File: src/rtl/ram_wb_arbiter.sv
// Two-master Wishbone arbiter in front of a single RAM port, with a forced idle cycle between grants.
// Define RAM_ARB_RR_EN for round-robin on contested requests; otherwise m0 has fixed priority.
module ram_wb_arbiter #(
    parameter int AWIDTH = 13
) (
    input  logic              wb_clk_i,
    input  logic              wb_rst_i,

    input  logic [AWIDTH-1:0] m0_adr_i,
    input  logic [31:0]       m0_dat_i,
    output logic [31:0]       m0_dat_o,
    input  logic              m0_we_i,
    input  logic              m0_stb_i,
    input  logic              m0_cyc_i,
    input  logic [3:0]        m0_sel_i,
    output logic              m0_ack_o,

    input  logic [AWIDTH-1:0] m1_adr_i,
    input  logic [31:0]       m1_dat_i,
    output logic [31:0]       m1_dat_o,
    input  logic              m1_we_i,
    input  logic              m1_stb_i,
    input  logic              m1_cyc_i,
    input  logic [3:0]        m1_sel_i,
    output logic              m1_ack_o,

    output logic [AWIDTH-1:0] s_adr_o,
    output logic [31:0]       s_dat_o,
    output logic              s_we_o,
    output logic              s_stb_o,
    output logic [3:0]        s_sel_o,
    input  logic [31:0]       s_dat_i,
    input  logic              s_ack_i,

    output logic [1:0]        gnt_o
);

    typedef enum logic [1:0] {
        IDLE = 2'd0,
        GNT0 = 2'd1,
        GNT1 = 2'd2
    } state_e;

    state_e     state_q;
    logic [1:0] gnt_q;
    logic       pick1;

`ifdef RAM_ARB_RR_EN
    logic last_q;  // 1 = m1 was granted most recently
    assign pick1 = ~last_q;
`else
    assign pick1 = 1'b0;
`endif

    always_ff @(posedge wb_clk_i) begin
        if (wb_rst_i) begin
            state_q <= IDLE;
            gnt_q   <= 2'b00;
`ifdef RAM_ARB_RR_EN
            last_q  <= 1'b1;
`endif
        end else begin
            case (state_q)
                IDLE: begin
                    if (m0_cyc_i && (!m1_cyc_i || !pick1)) begin
                        state_q <= GNT0;
                        gnt_q   <= 2'b01;
`ifdef RAM_ARB_RR_EN
                        last_q  <= 1'b0;
`endif
                    end else if (m1_cyc_i) begin
                        state_q <= GNT1;
                        gnt_q   <= 2'b10;
`ifdef RAM_ARB_RR_EN
                        last_q  <= 1'b1;
`endif
                    end
                end
                // Release always passes through IDLE so a stale ack cannot leak to the next owner.
                GNT0: begin
                    if (!m0_cyc_i) begin
                        state_q <= IDLE;
                        gnt_q   <= 2'b00;
                    end
                end
                GNT1: begin
                    if (!m1_cyc_i) begin
                        state_q <= IDLE;
                        gnt_q   <= 2'b00;
                    end
                end
                default: begin
                    state_q <= IDLE;
                    gnt_q   <= 2'b00;
                end
            endcase
        end
    end

    logic sel0, sel1, live;

    assign sel0 = (state_q == GNT0);
    assign sel1 = (state_q == GNT1);
    // Strobe and acks are also masked during reset so nothing completes in the reset cycle.
    assign live = ~wb_rst_i;

    always_comb begin
        s_adr_o = '0;
        s_dat_o = '0;
        s_we_o  = 1'b0;
        s_sel_o = 4'b0000;
        s_stb_o = 1'b0;
        if (sel0) begin
            s_adr_o = m0_adr_i;
            s_dat_o = m0_dat_i;
            s_we_o  = m0_we_i;
            s_sel_o = m0_sel_i;
            s_stb_o = m0_stb_i & m0_cyc_i & live;
        end else if (sel1) begin
            s_adr_o = m1_adr_i;
            s_dat_o = m1_dat_i;
            s_we_o  = m1_we_i;
            s_sel_o = m1_sel_i;
            s_stb_o = m1_stb_i & m1_cyc_i & live;
        end
    end

    assign m0_ack_o = s_ack_i & sel0 & live;
    assign m1_ack_o = s_ack_i & sel1 & live;
    assign m0_dat_o = s_dat_i;
    assign m1_dat_o = s_dat_i;
    assign gnt_o    = gnt_q;

endmodule

File: config.mk
export PLATFORM = sky130hd
export DESIGN_NAME = ram_wb_arbiter
export DESIGN_NICKNAME = d
export VERILOG_FILES = /design/src/rtl/ram_wb_arbiter.sv
export SDC_FILE = /design/constraint.sdc
export NUM_CORES = 1
export LEC_CHECK = 0
export ABC_AREA = 1
export CAP_MARGIN = 20
export CORE_AREA = 2 2 101 103
export DETAILED_ROUTE_END_ITERATION = 8
export DIE_AREA = 0 0 103 105
export GPL_TIMING_DRIVEN = 0
export PLACE_DENSITY = 0.67
export SLEW_MARGIN = 20
export SYNTH_ARGS = -nofsm -noshare
export SYNTH_HDL_FRONTEND = slang
export SYNTH_SLANG_ARGS = --single-unit
File: constraint.sdc
create_clock -name wb_clk_i -period 0.9 [get_ports wb_clk_i]
set_input_delay 0.09 -clock wb_clk_i [delete_from_list [all_inputs] [get_ports wb_clk_i]]
set_output_delay 0.09 -clock wb_clk_i [all_outputs]
set_load 0.005 [all_outputs]
==> flow_metrics.py <==
metrics = {
    "status": {
        "outcome": "finished, violations left",
        "violations": "setup timing",
    },
    "sta": {
        "setup_viol": 54,
        "clock_skew_ns": 0.006424,
        "finalMaxSlewViolations": 0,
        "setup-tns-final_ns": -25.00,
        "slew_headroom": 0.8942,
        "rsz0062_at_grt": "true",
        "setup_slack_ns": -0.5249,
        "fmax_mhz": 701.8,
        "period_needed_ns": 1.425,
        "worstMarginPinSlew_ns": 0.1587,
        "final-hold-violation-count": 0,
        "finalCritPeriodShare": 1.583,
    },
    "worst_setup_path": {
        "cp-start-kind": "register",
        "critical_path.endpoint_type": "primary output",
        "crit_top_cell": "buf_6",
        "crit_buf_inv": 6,
        "crit_chain": "inv_4 -> nor2_4 -> buf_6 -> buf_6 -> buf_6 -> buf_6 -> nand2_2 -> nand2_2 -> buf_2",
        "path_class": "reg2out",
        "slowest_stage": "dfxtp_4",
        "arrival_ns": 1.33,
        "critPathTopFamily": "buffers and inverters",
        "cpPeakStageDelay_ns": 0.37,
        "worstPathRequired_ns": 0.81,
        "path_max_fanout": 5,
    },
    "layout": {
        "fillers": 998,
        "syn_to_final_growth_pct": 237.3,
        "multiInputGateArea_sq_um": 927.1,
        "n_antenna_cell": 0,
        "drive_above_1_share": 0.5147,
        "instances_no_fill": 644,
        "largest_reg_flops": 2,
        "most-common-layout-cells": "clkdlybuf4s50_1 (169), nand2_2 (78), nand2_1 (70), buf_4 (69), buf_2 (44)",
        "seq_area_sq_um": 47.55,
        "layout_commonest_cell": "clkdlybuf4s50_1",
        "layout.nets": 651,
    },
    "yosys": {
        "syn_inst": 246,
        "synth_cell_types": 11,
        "post_synth.cell_area_avg_sq_um": 5.152,
        "synth_area_leaders": "nand2_1 (46%), buf_4 (38%), buf_6 (4.4%)",
        "ys_warn_count": 0,
        "yosysSeqAreaShare": 0.03159,
        "netlist_area_sq_mm": 0.001267,
        "synth_seq_cells": 2,
        "synth_nets": 385,
        "yosysTopAreaCellShare": 0.4590,
        "yosys.area.top_type": "nand2_1",
    },
    "detailed_routing": {
        "dr.pass1.iters": 4,
        "vias": 2359,
        "ant_nets": 0,
        "drt_iter0_markers": 46,
        "drc": 0,
        "drt_wl_total_um": 7841,
        "viasPerCell": 3.663,
        "wire_per_inst_um": 12.18,
    },
    "cts": {
        "clk_pin_slew_worst_paths_ns": 0.03,
        "cts_buffer_depth": 2,
        "cts_made_buffers": 3,
        "clock_sinks": 2,
        "htreeDepth": 1,
        "cts_root_buf": "clkbuf_8",
        "clock_latency_ns": 0.21,
        "cts_tree": "built",
    },
    "place": {
        "place.gp.congestion": 0.6740,
        "dp.cells": 604,
        "numPortBuffers": 225,
        "place_hpwl_um": 6223,
    },
    "die": {
        "initial_core_util": 0.1315,
        "die_h_um": 105,
        "core_sq_mm": 0.009639,
        "placementRows": 36,
        "die_x_um": 103,
        "design.die.area_sq_mm": 0.01082,
        "boundaryPins": 258,
    },
    "min_path": {
        "hp-class": "in2reg",
    },
    "global_route": {
        "grt_max_degree": 8,
        "grt-ovfl-total": 0,
        "grt_pass1_wl_um": 10940,
        "antenna_found_initial": 0,
        "grt_pass1_vias": 2317,
        "track_usage": 0.1259,
    },
    "run": {
        "drv_cap": 0,
    },
    "pwr": {
        "ir_worst_vdd_mv": 0.2623,
        "p_per_area_mw_per_mm2": 528.9,
        "p_leak_uw": 0.002181,
    },
}
kinds of logic after synthesis:
logic type | Yosys count | synth area share
DFF | 2 | 0.03159
buffers and inverters | 77 | 0.4521
and+or+nand+nor | 167 | 0.5163
final cells by class:
type,count,share of cell area
tap,133,0.03892
sequential,2,0.01112
clock buffer,4,0.01054
timing repair buffer,261,0.5757
inverter,3,0.003805
buffer,74,0.1431
multi-input combinational,167,0.2169
worst paths after layout:
path	from	end	slack, ns	cells after the start
worst max-delay path	gnt_o[1]	s_dat_o[12]	-0.52	9
worst min-delay path	wb_rst_i	gnt_o[0]	0.26	2
worst max register to register	gnt_o[1]	gnt_o[1]	0.09	5
worst min register to register	gnt_o[0]	gnt_o[1]	0.66	4
where the power goes:
| part | switching, uW | internal (uW) | total, uW |
|---|---|---|---|
| Sequential | 8.84 | 91.6 | 100 |
| Clock | 75.2 | 301 | 376 |
| Combinational | 557 | 1230 | 1780 |
synth_stat cells, drive strengths merged:
cell type	count
buf	74
dfxtp	2
nor2	6
nand2	159
nor3	2
inv	3
repair_timing:
action	CTS	global route
resized for setup	317	61
pin swaps	38	34
endpoints found under the setup margin	55	55
gates cloned	5	0
buffers inserted	29	3
hold buffers	0	0
per-layer routing:
layer | wire (um) | global-route usage
met1 | 2611 | 0.1239
met2 | 4376 | 0.2653
met3 | 806 | 0.02140
met4 | 46 | 0.01786
met5 | 0 | 0
stage by stage:
stage | setup slack (ns) | hold WS [ns] | power [uW] | cell area, sq um | utilization
2_1_floorplan | -0.05411 | 0.1550 | 564.6 | 1275 | -
3_3_place_gp | -0.8217 | 0.5554 | 1658 | 3694 | 0.3832
3_5_place_dp | -0.8283 | 0.5638 | 1672 | 3694 | 0.3832
4_1_cts | -0.5203 | 0.2759 | 2182 | 4036 | 0.4187
5_1_grt | -0.6136 | 0.2830 | 2409 | 4275 | 0.4435
6_report | -0.5249 | 0.2631 | 2261 | 4275 | 0.4435
No activity file was read; power rests on OpenSTA's default activity.
